[src/rtl/sub16_serial_if.sv]
// Operand/result handshake bundle for the digit-serial subtractor.
interface sub16_serial_if #(
    parameter int unsigned WIDTH = 16
);
    logic             in_valid;
    logic             in_ready;
    logic [WIDTH-1:0] a;
    logic [WIDTH-1:0] b;
    logic             b_in;
    logic             out_valid;
    logic             out_ready;
    logic [WIDTH-1:0] diff;
    logic             borrow;
    logic             overflow;

    // Producer/consumer side: presents operands and takes results.
    modport master (
        output in_valid, a, b, b_in, out_ready,
        input  in_ready, out_valid, diff, borrow, overflow
    );

    // Subtractor side.
    modport slave (
        input  in_valid, a, b, b_in, out_ready,
        output in_ready, out_valid, diff, borrow, overflow
    );
endinterface

[src/rtl/sub16_serial.sv]
// Digit-serial subtractor: a - b - b_in, DIGIT bits per cycle from the LSB up,
// with valid/ready handshakes on the operand and result sides.
module sub16_serial #(
    parameter int unsigned WIDTH = 16,
    parameter int unsigned DIGIT = 4
) (
    input  logic             clk,
    input  logic             rst,
    sub16_serial_if.slave    bus
);
    localparam int unsigned NDIG = WIDTH / DIGIT;
    localparam int unsigned CW   = (NDIG > 1) ? $clog2(NDIG) : 1;
    localparam logic [CW-1:0] LAST_CNT = CW'(NDIG - 1);

    typedef enum logic [1:0] {IDLE, CALC, DONE} state_t;

    state_t           state_q, state_d;
    logic [CW-1:0]    cnt_q, cnt_d;
    logic [WIDTH-1:0] a_q, a_d;
    logic [WIDTH-1:0] b_q, b_d;
    logic [WIDTH-1:0] acc_q, acc_d;
    logic             brw_q, brw_d;
    logic [WIDTH-1:0] diff_q, diff_d;
    logic             borrow_q, borrow_d;
    logic             ovf_q, ovf_d;
    logic             out_valid_q, out_valid_d;

    logic [DIGIT:0]         dsub;
    logic [WIDTH+DIGIT-1:0] acc_cat;
    logic [WIDTH-1:0]       acc_shift;

    // One digit of the subtraction; operands shift down so the live digit is
    // always the low one, and results shift into the accumulator from the top.
    always_comb begin
        dsub      = {1'b0, a_q[DIGIT-1:0]} - {1'b0, b_q[DIGIT-1:0]}
                    - {{DIGIT{1'b0}}, brw_q};
        acc_cat   = {dsub[DIGIT-1:0], acc_q};
        acc_shift = acc_cat[WIDTH+DIGIT-1:DIGIT];
    end

    // Next-state and datapath update for IDLE / CALC / DONE.
    always_comb begin
        state_d     = state_q;
        cnt_d       = cnt_q;
        a_d         = a_q;
        b_d         = b_q;
        acc_d       = acc_q;
        brw_d       = brw_q;
        diff_d      = diff_q;
        borrow_d    = borrow_q;
        ovf_d       = ovf_q;
        out_valid_d = out_valid_q;
        case (state_q)
            IDLE: begin
                if (bus.in_valid) begin
                    a_d     = bus.a;
                    b_d     = bus.b;
                    brw_d   = bus.b_in;
                    cnt_d   = '0;
                    state_d = CALC;
                end
            end
            CALC: begin
                a_d   = a_q >> DIGIT;
                b_d   = b_q >> DIGIT;
                acc_d = acc_shift;
                brw_d = dsub[DIGIT];
                cnt_d = cnt_q + CW'(1);
                if (cnt_q == LAST_CNT) begin
                    // Last digit holds the MSBs: overflow when operand signs
                    // differ and the result sign departs from the minuend's.
                    cnt_d       = '0;
                    diff_d      = acc_shift;
                    borrow_d    = dsub[DIGIT];
                    ovf_d       = (a_q[DIGIT-1] != b_q[DIGIT-1]) &&
                                  (dsub[DIGIT-1] != a_q[DIGIT-1]);
                    out_valid_d = 1'b1;
                    state_d     = DONE;
                end
            end
            DONE: begin
                if (bus.out_ready) begin
                    out_valid_d = 1'b0;
                    state_d     = IDLE;
                end
            end
            default: begin
                state_d     = IDLE;
                out_valid_d = 1'b0;
            end
        endcase
    end

    // State, operand, accumulator and result registers.
    always_ff @(posedge clk or posedge rst) begin
        if (rst) begin
            state_q     <= IDLE;
            cnt_q       <= '0;
            a_q         <= '0;
            b_q         <= '0;
            acc_q       <= '0;
            brw_q       <= 1'b0;
            diff_q      <= '0;
            borrow_q    <= 1'b0;
            ovf_q       <= 1'b0;
            out_valid_q <= 1'b0;
        end else begin
            state_q     <= state_d;
            cnt_q       <= cnt_d;
            a_q         <= a_d;
            b_q         <= b_d;
            acc_q       <= acc_d;
            brw_q       <= brw_d;
            diff_q      <= diff_d;
            borrow_q    <= borrow_d;
            ovf_q       <= ovf_d;
            out_valid_q <= out_valid_d;
        end
    end

    // in_ready is masked by rst so it is low in reset and high on the first
    // cycle after release without waiting for an edge.
    assign bus.in_ready  = (state_q == IDLE) && !rst;
    assign bus.out_valid = out_valid_q;
    assign bus.diff      = diff_q;
    assign bus.borrow    = borrow_q;
    assign bus.overflow  = ovf_q;
endmodule

[src/flat_wrapper.sv]
// flat-port wrapper written by rule: the top's interface ports become plain ports
module sub16_serial_flat 
#(
    parameter int unsigned WIDTH = 16,
    parameter int unsigned DIGIT = 4
)
  (clk, rst, bus_in_valid, bus_a, bus_b, bus_b_in, bus_out_ready, bus_in_ready, bus_out_valid, bus_diff, bus_borrow, bus_overflow);
  sub16_serial_if #(.WIDTH(WIDTH)) bus_i ();
  input  logic clk;
  input  logic rst;
  input wire logic [$bits(bus_i.in_valid)-1:0] bus_in_valid;
  input wire logic [$bits(bus_i.a)-1:0] bus_a;
  input wire logic [$bits(bus_i.b)-1:0] bus_b;
  input wire logic [$bits(bus_i.b_in)-1:0] bus_b_in;
  input wire logic [$bits(bus_i.out_ready)-1:0] bus_out_ready;
  output wire logic [$bits(bus_i.in_ready)-1:0] bus_in_ready;
  output wire logic [$bits(bus_i.out_valid)-1:0] bus_out_valid;
  output wire logic [$bits(bus_i.diff)-1:0] bus_diff;
  output wire logic [$bits(bus_i.borrow)-1:0] bus_borrow;
  output wire logic [$bits(bus_i.overflow)-1:0] bus_overflow;
  assign bus_i.in_valid = bus_in_valid;
  assign bus_i.a = bus_a;
  assign bus_i.b = bus_b;
  assign bus_i.b_in = bus_b_in;
  assign bus_i.out_ready = bus_out_ready;
  assign bus_in_ready = bus_i.in_ready;
  assign bus_out_valid = bus_i.out_valid;
  assign bus_diff = bus_i.diff;
  assign bus_borrow = bus_i.borrow;
  assign bus_overflow = bus_i.overflow;
  sub16_serial #(.WIDTH(WIDTH), .DIGIT(DIGIT)) u_core (.clk(clk), .rst(rst), .bus(bus_i));
endmodule
[config.mk]
export PLATFORM = sky130hd
export DESIGN_NAME = sub16_serial_flat
export DESIGN_NICKNAME = d
export VERILOG_FILES = /design/src/rtl/sub16_serial_if.sv /design/src/rtl/sub16_serial.sv /design/src/flat_wrapper.sv
export SDC_FILE = /design/constraint.sdc
export NUM_CORES = 1
export LEC_CHECK = 0
export ABC_AREA = 1
export BUFFER_PORTS_ARGS = -buffer_cell sky130_fd_sc_hd__buf_4
export CORE_UTILIZATION = 50
export DETAILED_ROUTE_END_ITERATION = 6
export GPL_TIMING_DRIVEN = 0
export HOLD_SLACK_MARGIN = 0.03
export PLACE_DENSITY = 0.73
export SLEW_MARGIN = 20
export SYNTH_ARGS = -nofsm -noshare
export SYNTH_HDL_FRONTEND = slang
export SYNTH_SLANG_ARGS = --single-unit
[constraint.sdc]
create_clock -name clk -period 2.9 [get_ports clk]
set_input_delay 0.29 -clock clk [delete_from_list [all_inputs] [get_ports clk]]
set_output_delay 0.29 -clock clk [all_outputs]
set_load 0.01 [all_outputs]
### Word-level counts from Yosys, hierarchy flattened

Cells that the tools add are included.

| word-level totals | value |
|---|---|
| flip-flop bits (word level) | 72 |
| input port bits | 37 |

| cells by class | value |
|---|---|
| add/sub/neg operators | 3 |
| equality and inequality tests | 8 |
| muxes and demuxes | 16 |
| bitwise logic cells | 1 |
| reduce and logical (&&, ||, !) cells | 9 |

Operator list:

| cell | count |
|---|---|
| $pmux 16 s2 | 2 |
| $mux 16 | 2 |
| $mux 2 | 5 |
| $pmux 2 s3 | 1 |
| $reduce_and 3->1 | 2 |
| $sub 4x4->5 | 1 |
| $sub 5x1->5 | 1 |
| $eq 2x2->1 const B | 2 |
| $ne 2x2->1 const B | 2 |
| $pmux 2 s2 | 1 |
| $reduce_and 2->1 | 2 |
| $mux 1 | 3 |
| $pmux 1 s3 | 1 |
| $add 2x1->2 const B | 1 |
| $eq 2x1->1 const B | 1 |
| $logic_and 1x1->1 | 2 |
| $logic_not 2->1 | 1 |
| $ne 1x1->1 | 2 |
| $ne 2x1->1 const B | 1 |
| $pmux 1 s2 | 1 |
| $reduce_bool 2->1 | 1 |
| $logic_not 1->1 | 1 |
| $not 1->1 | 1 |

### Logic depth before layout (Yosys ltp)

| depth | value |
|---|---|
| word-level depth | 4 |
| depth in mapped cells | 11 |
| gate-level depth less buffers | 11 |

### Least setup slack after synthesis

OpenSTA, ideal clock, no wires.

| timing | value |
|---|---|
| path type | reg-to-reg |
| from | register u_core.brw_q |
| to | register u_core.ovf_q, in the netlist u_core.bus.overflow |
| data arrival time | 1.699 ns |
| path slack | 1.084 ns |
| stages on the path, launching flop included | 11 |
| clock period less this slack | 1.816 ns |
| cells stage by stage | dfrtp_1 > inv_1 > fa_1 > inv_1 > ha_1 > o21ai_0 > nand2_1 > nand2_1 > nand3_1 > nand3_1 > nand2_1 |

| between the ends | value |
|---|---|
| longest elaborated chain between the ends | 3 |

Ends and longest elaborated chain:

| element | line | text |
|---|---|---|
| start, declared | sub16_serial.sv:22 | `logic brw_q, brw_d;` |
| start signal, assigned | sub16_serial.sv:113 | `brw_q <= brw_d;` |
| $sub 5x1->5 | sub16_serial.sv:36 | `- {{DIGIT{1'b0}}, brw_q};` |
| $ne 1x1->1 | sub16_serial.sv:76 | `(dsub[DIGIT-1] != a_q[DIGIT-1]);` |
| $logic_and 1x1->1 | sub16_serial.sv:75 | `ovf_d = (a_q[DIGIT-1] != b_q[DIGIT-1]) &&` |
| end signal, assigned | sub16_serial.sv:116 | `ovf_q <= ovf_d;` |
| end, declared | sub16_serial.sv:25 | `logic ovf_q, ovf_d;` |

Every way passes these cells.
A chain may end at the register's enable or synchronous reset.

### Worst setup path after layout

Ends and elaborated chain as after synthesis.

==> flow_summary.rst <==
.. list-table::
   :header-rows: 1

   * - Metric
     - Value
   * - Crit Path Category
     - reg -> reg
   * - Minimum period implied by the final worst setup slack
     - 2.09 ns
   * - Top FF cell, synth
     - sky130_fd_sc_hd__dfrtp_1
   * - Launching instance or port of the critical path
     - u_core.brw_q$_DFFE_PP0P_
   * - Flip-flop and latch count after synthesis
     - 68
   * - Data required time at the worst endpoint
     - 3.13 ns
   * - Cell at the root of the clock tree
     - sky130_fd_sc_hd__clkbuf_8
   * - Number of setup violations in the final report
     - 0
   * - Fraction of final layout cells sized beyond drive strength 1
     - 0.219
   * - Vias in the first global route
     - approximately 2,500
   * - Number of core rows
     - 28
   * - Worst Hold Class
     - in -> reg
   * - Slowest cell delay on critical path
     - 0.56 ns
   * - Clock buffer depth
     - 2
   * - Period Utilization, post-route
     - 0.722
   * - DIE HEIGHT
     - ~80 um
   * - Lkg Pwr
     - 1.96 nW
   * - Die Area
     - 6400 sq um
   * - Pwr per Cell Area
     - 1230 nW/um^2
   * - DRC violations left
     - 0
   * - Post-CTS setup-driven buffer insertion count
     - 0
   * - Worst clock skew on the final layout
     - about 0.0080 ns
   * - Mean instance size in the synthesized netlist
     - approximately 9 sq um
   * - Clock latency on the worst-skew pair
     - 0.34 ns
   * - Layout Cells excl Fill
     - 486
   * - Number of antenna violations at the first check in global routing
     - 0
   * - Setup repair after global routing missed its margin
     - no
   * - TritonCTS clock tree
     - yes
   * - Worst setup EP type
     - flip-flop
   * - Post-Route WL
     - 6360 um
   * - Die X
     - approximately 80 um
   * - Worst hold slack after final layout
     - 0.158 ns
   * - Largest net degree at the start of global routing
     - 41
   * - Post-detailed-route via-to-cell ratio
     - 5.09
   * - Post-synth design cell area
     - 3040 sq um
   * - Min-delay src
     - bus_a[14]
   * - Final core occ
     - 0.655
   * - Standard cell core area
     - 5890 sq um
   * - Leading cell types in the layout, fill and taps excluded
     - 71 x sky130_fd_sc_hd__nand2_1, 71 x sky130_fd_sc_hd__o21ai_0, 68 x sky130_fd_sc_hd__dfrtp_1
   * - Half-perimeter wire length of the detailed placement result
     - approximately 4500 um
   * - Cell count of the worst reg-to-reg path
     - 10
   * - Crit-path max FO
     - 3
   * - Clock edge transition at the registers on the reported setup and hold paths
     - ~0.070 ns
   * - Worst endpoint data arrival time
     - 2.33 ns
   * - Share of async-settable or async-resettable flops after synthesis
     - 1.00
   * - Highest clock frequency the design can meet
     - 478 MHz
   * - Crit path top cell by count
     - sky130_fd_sc_hd__nand2_1
   * - Global-route usage over all layers
     - 0.233
   * - Total buffers and inverters traversed by the critical path
     - 2
   * - Slack of the worst reg-to-reg path
     - ~0.81 ns
   * - Inst Count DP
     - 469
   * - Critical path's top delay family
     - adder cells
   * - Effective utilization at floorplan
     - 0.517
   * - Worst path cell trace
     - inv_1, fa_1, inv_1, ha_1, o21ai_0, nand2_1, nand2_1, nand3_1, nand3_1, nand2_1
   * - Tightest slew margin relative to the limit
     - 0.618
   * - First-pass GRT wire length
     - 11,200 um
   * - Status
     - finished, final reports clean
   * - Port Buffer Count
     - 56
   * - Area growth syn-to-layout
     - 26.8%
   * - Critical R2R Launch
     - u_core.brw_q$_DFFE_PP0P_
   * - Synth Instances
     - 337
   * - Worst IR Drop VDD
     - 0.000615 V
   * - Antenna viol nets, final
     - 0
   * - Net Count, Synth
     - 383
   * - H-tree lvl count
     - 3
   * - Average wire length per cell after detail routing
     - 13.1 um
   * - Post-synthesis cell type count
     - 26
   * - RD Place Congestion
     - 0.786
   * - Number of max-cap violations
     - 0
   * - Transition time at the pin with the least slew margin
     - 0.571 ns
   * - I/O pins
     - 57
   * - Sequential-to-total area share from yosys stat
     - 0.559
   * - Number of max-slew violations in the final report
     - 0
   * - Antenna diode count
     - 0
   * - Final #Nets
     - 452
   * - Final hold violations
     - 0
   * - Total number of cells along the worst setup path
     - 10
   * - Final sum of negative setup slack
     - 0 ns
   * - Number of DRC markers after the initial detailed-route iteration
     - ~130
   * - Remaining Overflow, GRT
     - 0
   * - Proportion of netlist area held by the largest area contributor
     - 0.559
   * - Warning count from the yosys run
     - 0
   * - Hold depth
     - 3
   * - Vias after detailed routing
     - 2,475
   * - CTS Buf Count
     - 9
   * - Most area-hungry cell type in the Yosys netlist
     - sky130_fd_sc_hd__dfrtp_1
   * - Type of element launching the critical path
     - flip-flop
   * - Standard cell with the maximum stage delay on the critical path
     - sky130_fd_sc_hd__fa_1
   * - Number of synthesized flops with an enable pin
     - 0
   * - Synth area leaders
     - sky130_fd_sc_hd__dfrtp_1 56%, sky130_fd_sc_hd__o21ai_0 12%, sky130_fd_sc_hd__nand2_1 8.8%
   * - CTS Sinks
     - 68
   * - Detailed Routing Iterations Pass 1
     - 4
worst min-delay path, cell delays in order:
cell,delay (ns)
sky130_fd_sc_hd__buf_4,0.07
sky130_fd_sc_hd__nand2_1,0.04
sky130_fd_sc_hd__o21ai_0,0.06
registers in the layout (all words and copies together) (netlist names):
register	flops
u_core.bus.overflow	1
u_core.b_q	16
u_core.bus.diff	16
u_core.state_q	2
u_core.bus.borrow	1
u_core.cnt_q	2
u_core.acc_q	12
u_core.brw_q	1
u_core.a_q	16
u_core.bus.out_valid	1
Yosys cell counts (all sizes together), types with 4 or more instances:
cell / count
o21ai: 79
nand2: 73
dfrtp: 68
inv: 46
a21oi: 16
nor2: 14
buf: 8
clkbuf: 8
ha: 7
nand3: 5
a22o: 4
cell families (layout without fill, tap and decap cells):
| family | Yosys count | in the layout | synth area share |
|---|---|---|---|
| flip-flops | 68 | 68 | 0.559 |
| XOR/XNOR | 2 | 2 | 0.00576 |
| buffers and inverters | 62 | 136 | 0.0884 |
| AND/OR/NAND/NOR | 95 | 95 | 0.130 |
| AO/OA/AOI/OAI | 101 | 101 | 0.175 |
| adder cells (fa/ha/maj) | 9 | 9 | 0.0420 |
metal layers:
layer / share of wire / GRT usage
met1: 0.45 / 0.301
met4: 0.013 / 0.0857
met2: 0.48 / 0.376
met3: 0.050 / 0.0617
met5: 0 / 0
through the flow:
stage	instance area, sq um	setup slack (ns)	power (W)
finish	3860	0.807	0.00473
global route	3860	0.653	0.00517
CTS	3860	0.845	0.00476
detailed placement	3580	0.842	0.00374
global placement	3560	0.0704	0.00364
floorplan	3040	0.898	0.00307
where the power goes:
part	switching, W	total (W)	internal [W]
clock network	0.000341	0.00101	0.000666
logic	0.00130	0.00213	0.000837
registers	0.000204	0.00160	0.00139
total	0.00184	0.00473	0.00289
timing repair:
item / 4_1_cts / 5_1_grt
hold buffers: 1 / 0
hold endpoints to repair: 28 / 0
resized for setup: 0 / 0
setup endpoints to repair: 0 / 0
path summary, 6_finish.rpt:
path                                                    to
min in group asynchronous        u_core.a_q[9]$_DFFE_PP0P_
max reg2reg                u_core.bus.overflow$_DFFE_PP0P_
max                        u_core.bus.overflow$_DFFE_PP0P_
max in group asynchronous   u_core.bus.diff[7]$_DFFE_PP0P_
min                             u_core.a_q[14]$_DFFE_PP0P_
min reg2reg                 u_core.bus.diff[3]$_DFFE_PP0P_
area by class of cell:
type / instances / area [sq um]
well taps: 75 / 93.8
repair buffers: 58 / 450
fillers: 486 / 2030
clock inverters: 3 / 90.1
inverters: 46 / 175
plain buffers: 16 / 96.3
clock buffers: 13 / 179
multi-input cells: 207 / 1070
flip-flops and latches: 68 / 1700
No activity file was read; power rests on OpenSTA's default activity.
